--- src/rtl/pipe_stage_skid.sv ---
// Pipeline stage register with valid/ready handshake and a 2-entry skid buffer.
// Adds synchronous flush, an occupancy output and a saturating stall-cycle counter.
module pipe_stage_skid #(
    parameter int DATA_W         = 64,
    parameter bit CLEAR_ON_FLUSH = 1'b1,
    parameter int CNT_W          = 16
) (
    input  logic              clk,
    input  logic              rst,
    input  logic              flush,
    input  logic              in_valid,
    output logic              in_ready,
    input  logic [DATA_W-1:0] in_data,
    output logic              out_valid,
    input  logic              out_ready,
    output logic [DATA_W-1:0] out_data,
    output logic [1:0]        occupancy,
    output logic [CNT_W-1:0]  stall_cnt,
    input  logic              stall_clr
);

    // Valid/ready: a beat moves on an edge where valid and ready are both 1;
    // valid never depends on ready, and ready is a register (no comb path upstream).
    typedef enum logic [1:0] {
        EMPTY = 2'd0,
        ONE   = 2'd1,
        TWO   = 2'd2
    } state_t;

    state_t              state_q;
    logic [DATA_W-1:0]   main_q;
    logic [DATA_W-1:0]   skid_q;
    logic                in_ready_q;
    logic [CNT_W-1:0]    stall_q;
    logic                in_fire;
    logic                out_fire;

    assign in_fire   = in_valid & in_ready_q;
    assign out_fire  = out_valid & out_ready;
    assign in_ready  = in_ready_q;
    assign out_valid = (state_q != EMPTY);
    assign out_data  = main_q;
    assign occupancy = state_q;
    assign stall_cnt = stall_q;

    always_ff @(posedge clk) begin
        if (!rst) begin
            state_q    <= EMPTY;
            main_q     <= '0;
            skid_q     <= '0;
            in_ready_q <= 1'b1;
        end else if (flush) begin
            state_q    <= EMPTY;
            in_ready_q <= 1'b1;
            if (CLEAR_ON_FLUSH) begin
                main_q <= '0;
                skid_q <= '0;
            end
        end else begin
            case (state_q)
                EMPTY: begin
                    if (in_fire) begin
                        state_q <= ONE;
                        main_q  <= in_data;
                    end
                end
                ONE: begin
                    if (in_fire && out_fire) begin
                        main_q <= in_data;
                    end else if (in_fire) begin
                        // Downstream stalled: park the new beat behind the main entry.
                        state_q    <= TWO;
                        skid_q     <= in_data;
                        in_ready_q <= 1'b0;
                    end else if (out_fire) begin
                        state_q <= EMPTY;
                    end
                end
                TWO: begin
                    if (out_fire) begin
                        state_q    <= ONE;
                        main_q     <= skid_q;
                        in_ready_q <= 1'b1;
                    end
                end
                default: begin
                    state_q    <= EMPTY;
                    in_ready_q <= 1'b1;
                end
            endcase
        end
    end

    always_ff @(posedge clk) begin
        if (!rst) begin
            stall_q <= '0;
        end else if (stall_clr) begin
            stall_q <= '0;
        end else if (out_valid && !out_ready && (stall_q != {CNT_W{1'b1}})) begin
            stall_q <= stall_q + CNT_W'(1);
        end
    end

endmodule

--- config.mk ---
export PLATFORM = sky130hd
export DESIGN_NAME = pipe_stage_skid
export DESIGN_NICKNAME = d
export VERILOG_FILES = /design/src/rtl/pipe_stage_skid.sv
export SDC_FILE = /design/constraint.sdc
export NUM_CORES = 1
export LEC_CHECK = 0
export ABC_AREA = 1
export CORE_ASPECT_RATIO = 1.4
export CORE_UTILIZATION = 49
export CTS_BUF_LIST = sky130_fd_sc_hd__clkbuf_4 sky130_fd_sc_hd__clkbuf_8 sky130_fd_sc_hd__clkbuf_16
export CTS_CLUSTER_DIAMETER = 120
export CTS_CLUSTER_SIZE = 10
export DETAILED_ROUTE_END_ITERATION = 10
export PLACE_DENSITY = 0.81
export SLEW_MARGIN = 25
export SYNTH_ARGS = -nofsm -noshare
export SYNTH_HDL_FRONTEND = slang
export SYNTH_SLANG_ARGS = --single-unit
--- constraint.sdc ---
create_clock -name clk -period 2.3 [get_ports clk]
set_input_delay 0.23 -clock clk [delete_from_list [all_inputs] [get_ports clk]]
set_output_delay 0.23 -clock clk [all_outputs]
set_load 0.01 [all_outputs]
== Yosys cells after proc, flatten, opt, wreduce, memory -nomap -nowiden ==
Cells that the tools add are included.
Cells by class
  $add $sub $neg: 1
  $mul: 0
  divide/modulo/power cells: 0
  magnitude comparators: 0
  equal/unequal tests: 9
  shifts and indexed selects: 0
  multiplexer cells: 14
  bitwise operators: 5
  reduce and logical (&&, ||, !) cells: 13
Operator list (count)
  $mux W64: 3
  $pmux W64 S3: 1
  $add A16 B1 Y16 const B: 1
  $ne A16 B16 Y1 const B: 1
  $reduce_and A4 Y1: 3
  $mux W2: 5
  $ne A2 B2 Y1 const B: 5
  $pmux W2 S3: 1
  $reduce_or A2 Y1: 2
  $logic_and A1 B1 Y1: 3
  $mux W1: 3
  $ne A3 B3 Y1 const B: 1
  $not A1 Y1: 3
  $pmux W1 S3: 1
  $reduce_and A3 Y1: 1
  $reduce_bool A3 Y1: 1
  $and A1 B1 Y1: 2
  $eq A2 B1 Y1 const B: 1
  $eq A2 B2 Y1 const B: 1
  $logic_not A2 Y1: 1
  $reduce_bool A2 Y1: 1
  $logic_not A1 Y1: 1
Storage, ports and cells
  bits in registers: 147
  bits in latches: 0
  memory bits (writable): 0
  ROM bits: 0
  input port bits: 70
  output and inout port bits: 84
  word-level logic and storage cells: 47
  memories kept: 0

== Depth between registers and ports, before layout ==
  depth after elaboration: 6
  gate-level depth with buffers: 9

== Least setup slack after synthesis ==
Ideal clock, no wire load.
  path kind: reg-to-reg
  from: register stall_q[0] (netlist: stall_cnt[0])
  to: register stall_q[11] (netlist: stall_cnt[11])
  arrival time: 1.469 ns
  required time: 2.168 ns
  slack: 0.698 ns
  cell stages (with the launch flop): 10
  clock period less this slack: 1.602 ns
  path through: dfxtp_1 > ha_1 > nand2_1 > nor2_1 > nand2_1 > nor2_1 > nor2_4 > buf_2 > nand2_1 > a21oi_1
Between the ends
  word-level cells in the longest chain between the ends: 2
RTL lines
  start: declaration: line 34  | logic [CNT_W-1:0] stall_q;
  start signal: assignment: line 100  | stall_q <= stall_q + CNT_W'(1);
  parallel branches: the longest is 2 deep, another holds $add A16 B1 Y16
Several ways; the timed one is not identified.
A chain may end at the register's enable or synchronous reset.

== Final worst setup path ==
  from: register state_q[1] (netlist: occupancy[1])
  to: register main_q[20] (netlist: out_data[20])
Between the ends
  word-level cells in the longest chain between the ends: 5
RTL lines
  start: declaration: line 30  | state_t state_q;
  start signal: assignment: line 48  | state_q <= EMPTY;
  start signal: assignment: line 53  | state_q <= EMPTY;
  start signal: assignment: line 63  | state_q <= ONE;
  $reduce_bool A2 Y1: line 41  | assign out_valid = (state_q != EMPTY);
  $and A1 B1 Y1: line 39  | assign out_fire = out_valid & out_ready;
  $logic_and A1 B1 Y1: line 68  | if (in_fire && out_fire) begin
  $ne A2 B2 Y1 (no line)
  $reduce_and A4 Y1 (no line)
  end signal: assignment: line 64  | main_q <= in_data;
  end signal: assignment: line 69  | main_q <= in_data;
  end signal: assignment: line 82  | main_q <= skid_q;
  end: declaration: line 31  | logic [DATA_W-1:0] main_q;
Several ways; a longest one is shown, not always the timed one.

==> results summary <==
The run finished with clean final reports. The internal reg-to-reg setup slack is roughly 450 ps. The most used cell along the critical path is sky130_fd_sc_hd__nor2_1. After floorplanning, the core was divided into 48 placement rows.

The share of synthesized cell area in full adder, half adder and majority cells is 0.00200. The die width came out at approximately 97 microns. TritonCTS built the clock tree. Along the worst hold path, the cell count comes to 2. The weighted congestion reported at the end of routability-driven placement came out at roughly 0.8. The most used flip-flop cell after synthesis is sky130_fd_sc_hd__dfxtp_1.

The count of unresolved DRC violations after routing is 0. The die is approximately 140 microns tall. The global-route total usage across every layer is 0.220.

Walking the worst path, the cells encountered are inv_2, nor2_4, o21ai_4, inv_4, nor2_1, nor2_1. The per-instance average area after synthesis came out at 7.03 sq um. The core area came out at 12400 sq um. Grouping stages by cell kind, the critical path spends the most delay in buffers and inverters.

The floorplan step defined a die boundary enclosing approximately 13000 sq um. The worst hold path belongs to the class register to register. The routed via count divided by cell count is 4.99. The total CTS buffers is 17. Counting flops and latches in the post-synthesis netlist gives between 100 and 150. The analysis attributes to cell leakage a power of about 3.2 nW. The worst reg-to-reg path cell count is 6. The routed layout has 5884 vias. The endpoint identified for the worst register-to-register timing path is out_data[20]$_SDFFE_PP0P_. The share of the clock period used by the worst path came out at 0.805. The sum of routed wire length over all layers came out at about 15 mm. The setup TNS is 0 ps.

For the pin with the worst max-slew slack, the measured transition is about 670 ps. Setup slack on the critical path of the routed design comes to between 400 and 500 ps. The multiplexer area fraction after synthesis is 0. The first-pass GRT wire length is 23.6 mm. The basic-gate share of the synthesized area counting and, or, nand and nor cells is 0.239.

Setup repair after global routing left no endpoint under its margin. In the final layout, the share of cells above drive strength 1 is 0.0535. The final-layout fill cell count is 1086. The launch instance of the worst min-delay path is skid_q[48]$_SDFFE_PP0P_. The xor-xnor portion of the synthesized cell area came out at 0.00842. The path with the worst hold slack has its endpoint at skid_q[48]$_SDFFE_PP0P_. The number of routed nets with antenna violations is 0. The clock-pin slew of the registers on the worst-case setup and hold paths is around 60 ps. The largest single stage delay on the critical path is 470 ps. Summed over all layers, the global routing overflow is 0. The area used by multi-input combinational logic came out at ~2800 sq um. The effective utilization at floorplan is 0.504. Once layout is complete, the utilization of the core stands at 0.674. The number of max-cap violations is 0. The final setup skew came out at 10.4 ps. The clock net in this run drives a total of between 100 and 150 sinks. The via count of the first global-routing pass is approximately 5.0k. Before antenna repair, the detailed router went through 5 iterations. The slowest stage cell on the critical path is sky130_fd_sc_hd__inv_4.

The deepest clock path buffer count is 2. The share of synthesized flip-flops with an asynchronous set or reset came out at 0. Hold repair after CTS inserted 0 buffers. The initial antenna violation count is 0. For this run, the register share of the synthesized area comes to 0.472. STA puts the critical path data arrival time at ~2200 ps. The net total in the final layout is between 1k and 1.5k. The root buffer cell chosen for the clock tree is sky130_fd_sc_hd__clkbuf_16. The startpoint identified for the worst register-to-register timing path is occupancy[1]$_SDFFE_PP0P_. The violation count after the first detailed-route iteration came out at approximately 240.

The number of setup buffers added after CTS is 0. The endpoint required time on the critical path came out at ~2600 ps. The wire-length estimate of the detail-placed layout is just over 9 mm. The routed wire length per instance is 12.5 microns.

The area taken by flip-flops and latches is just under 3000 sq um. The H-tree level count is 4. Timing would allow up to approximately 540 MHz. The worst-case IR drop observed on VDD is approximately 520 uV. By startpoint and endpoint, the worst setup path is classified as register to register.

The setup slack after placement came out at 250 ps. In this run the tool buffered the top-level ports with roughly 150 buffer cells. The summed area of non-filler cells in the final layout is around 8300 sq um.

The cell count after synthesis came out at a little under 900. The endpoint type of the worst setup path is a register. The smallest clock period supported by the final layout is computed as around 1900 ps. The total number of yosys warnings came out at 0. The number of gates resized after CTS came out at 0. The count of endpoints failing hold in the final timing report is 0. In this run the tightest slew margin relative to its limit is 0.552.

The complex-gate fraction of the synthesized area came out at 0.190. STA classifies the critical path startpoint as a register. After synthesis, the largest family of logic cells by area is simple AND/OR/NAND/NOR gates. The largest fanout of any net on the critical path came out at 64. The area of the mapped netlist came out at about 6200 sq um. The number of synthesized flops with an enable pin is 0. The count of final max-slew check failures came to 0. The count of antenna diodes in the layout came out at 0. The maximum number of pins on one net before global-route repair is approximately 130.

Setup violations remaining at the end of the flow were counted as 0. The hold slack is 446 ps. The number of nets in the synthesized netlist came out at about 960. The critical path contains buffers and inverters numbering 2 combined. The clock latency of the later-clocked register in the worst-skew pair came out at between 400 and 500 ps.

The power density normalized to cell area came out at ~700 nW/um^2. between 150 and 200 I/O pins were placed. The total cell area at the placement stage came out at 7770 sq um. Relative to the synthesized area, the layout overhead comes to 33.7%. The post-synthesis cell type count is 26.
[tightest hold or removal path, cell delays in order, from the launching register on]
cell	delay, ps
sky130_fd_sc_hd__dfxtp_1	300
sky130_fd_sc_hd__inv_1	50
sky130_fd_sc_hd__a21oi_1	50
[routing by layer]
layer | up-vias | GRT usage | share of wire
met3 | 22 | 0.0547 | 0.046
li1 | 3092 | - | -
met5 | - | 0 | 0
met2 | 161 | 0.371 | 0.50
met1 | 2609 | 0.270 | 0.43
met4 | 0 | 0.0891 | 0.024
[worst max-delay path by stage]
stage / start / endpoint / cells after the start
floorplan: stall_cnt[0]$_SDFFE_PP0P_ / stall_cnt[11]$_SDFFE_PP0P_ / 9
global placement: in_valid / out_data[16]$_SDFFE_PP0P_ / 7
detailed placement: in_valid / out_data[14]$_SDFFE_PP0P_ / 7
CTS: occupancy[1]$_SDFFE_PP0P_ / out_data[20]$_SDFFE_PP0P_ / 6
global route: occupancy[1]$_SDFFE_PP0P_ / out_data[33]$_SDFFE_PP0P_ / 8
finish: occupancy[1]$_SDFFE_PP0P_ / out_data[20]$_SDFFE_PP0P_ / 6
[stage by stage]
stage               total power [mW]  std cells
floorplan                       2.99        888
global placement                3.27       1146
detailed placement              3.28       1146
CTS                             5.90       1178
global route                    6.07       1178
finish                          5.85       1178
[cell usage in the layout (no fill, tap or decap), types with 2 or more instances in the layout]
cell type / netlist / routed
sky130_fd_sc_hd__nor3_1: 2 / 2
sky130_fd_sc_hd__nand4_1: 5 / 5
sky130_fd_sc_hd__a21oi_1: 58 / 58
sky130_fd_sc_hd__inv_1: 59 / 59
sky130_fd_sc_hd__o21ai_0: 163 / 163
sky130_fd_sc_hd__o21ai_1: 9 / 9
sky130_fd_sc_hd__nor2_1: 198 / 197
sky130_fd_sc_hd__clkinv_2: 0 / 4
sky130_fd_sc_hd__xor2_1: 4 / 4
sky130_fd_sc_hd__buf_12: 0 / 3
sky130_fd_sc_hd__clkdlybuf4s50_1: 0 / 153
sky130_fd_sc_hd__inv_2: 3 / 3
sky130_fd_sc_hd__nand3_1: 12 / 12
sky130_fd_sc_hd__nor2_4: 2 / 3
sky130_fd_sc_hd__clkinvlp_4: 0 / 4
sky130_fd_sc_hd__buf_4: 5 / 7
sky130_fd_sc_hd__nand2_2: 3 / 2
sky130_fd_sc_hd__dfxtp_1: 147 / 147
sky130_fd_sc_hd__clkinv_4: 0 / 2
sky130_fd_sc_hd__nand2_1: 159 / 159
sky130_fd_sc_hd__xnor2_1: 2 / 2
sky130_fd_sc_hd__clkbuf_16: 0 / 17
sky130_fd_sc_hd__clkbuf_8: 0 / 3
[sequential cells by signal, indices dropped and copies added, names as in the netlist]
| signal | cells |
|---|---|
| in_ready | 1 |
| occupancy | 2 |
| out_data | 64 |
| skid_q | 64 |
| stall_cnt | 16 |
[power by group]
part | internal (mW) | switching [mW] | leakage (nW)
Sequential | 2.61 | 0.0348 | 1.19
Combinational | 0.292 | 0.289 | 1.74
Clock | 1.57 | 1.05 | 0.274
[cells in the mapped netlist (3+ instances only)]
cell,n,share of area
sky130_fd_sc_hd__inv_1,59,0.035
sky130_fd_sc_hd__xor2_1,4,0.0056
sky130_fd_sc_hd__buf_2,5,0.0040
sky130_fd_sc_hd__a21oi_1,58,0.047
sky130_fd_sc_hd__dfxtp_1,147,0.47
sky130_fd_sc_hd__nor2_1,198,0.12
sky130_fd_sc_hd__o21ai_0,163,0.13
sky130_fd_sc_hd__nand2_1,159,0.096
sky130_fd_sc_hd__buf_6,12,0.022
sky130_fd_sc_hd__clkbuf_1,32,0.019
sky130_fd_sc_hd__nand4_1,5,0.0050
sky130_fd_sc_hd__nand3_1,12,0.0096
sky130_fd_sc_hd__nand2_2,3,0.0030
sky130_fd_sc_hd__o21ai_1,9,0.0072
sky130_fd_sc_hd__buf_4,5,0.0060
sky130_fd_sc_hd__inv_2,3,0.0018
[area by class of cell]
| type | count | area share |
|---|---|---|
| clock buffers | 20 | 0.0559 |
| clock inverters | 12 | 0.0127 |
| inverters | 63 | 0.0286 |
| multi-input cells | 623 | 0.330 |
| flip-flops and latches | 147 | 0.353 |
| well taps | 150 | 0.0225 |
| repair buffers | 163 | 0.197 |
[logic make-up after synthesis]
logic type	count (synthesis)
and+or+nand+nor	382
AOI/OAI and AO/OA	234
DFF	147
buffers and inverters	118
xor gates and xnor gates	6
adders and majority gates	1
Note: power is estimated with default switching activity, not from simulation.
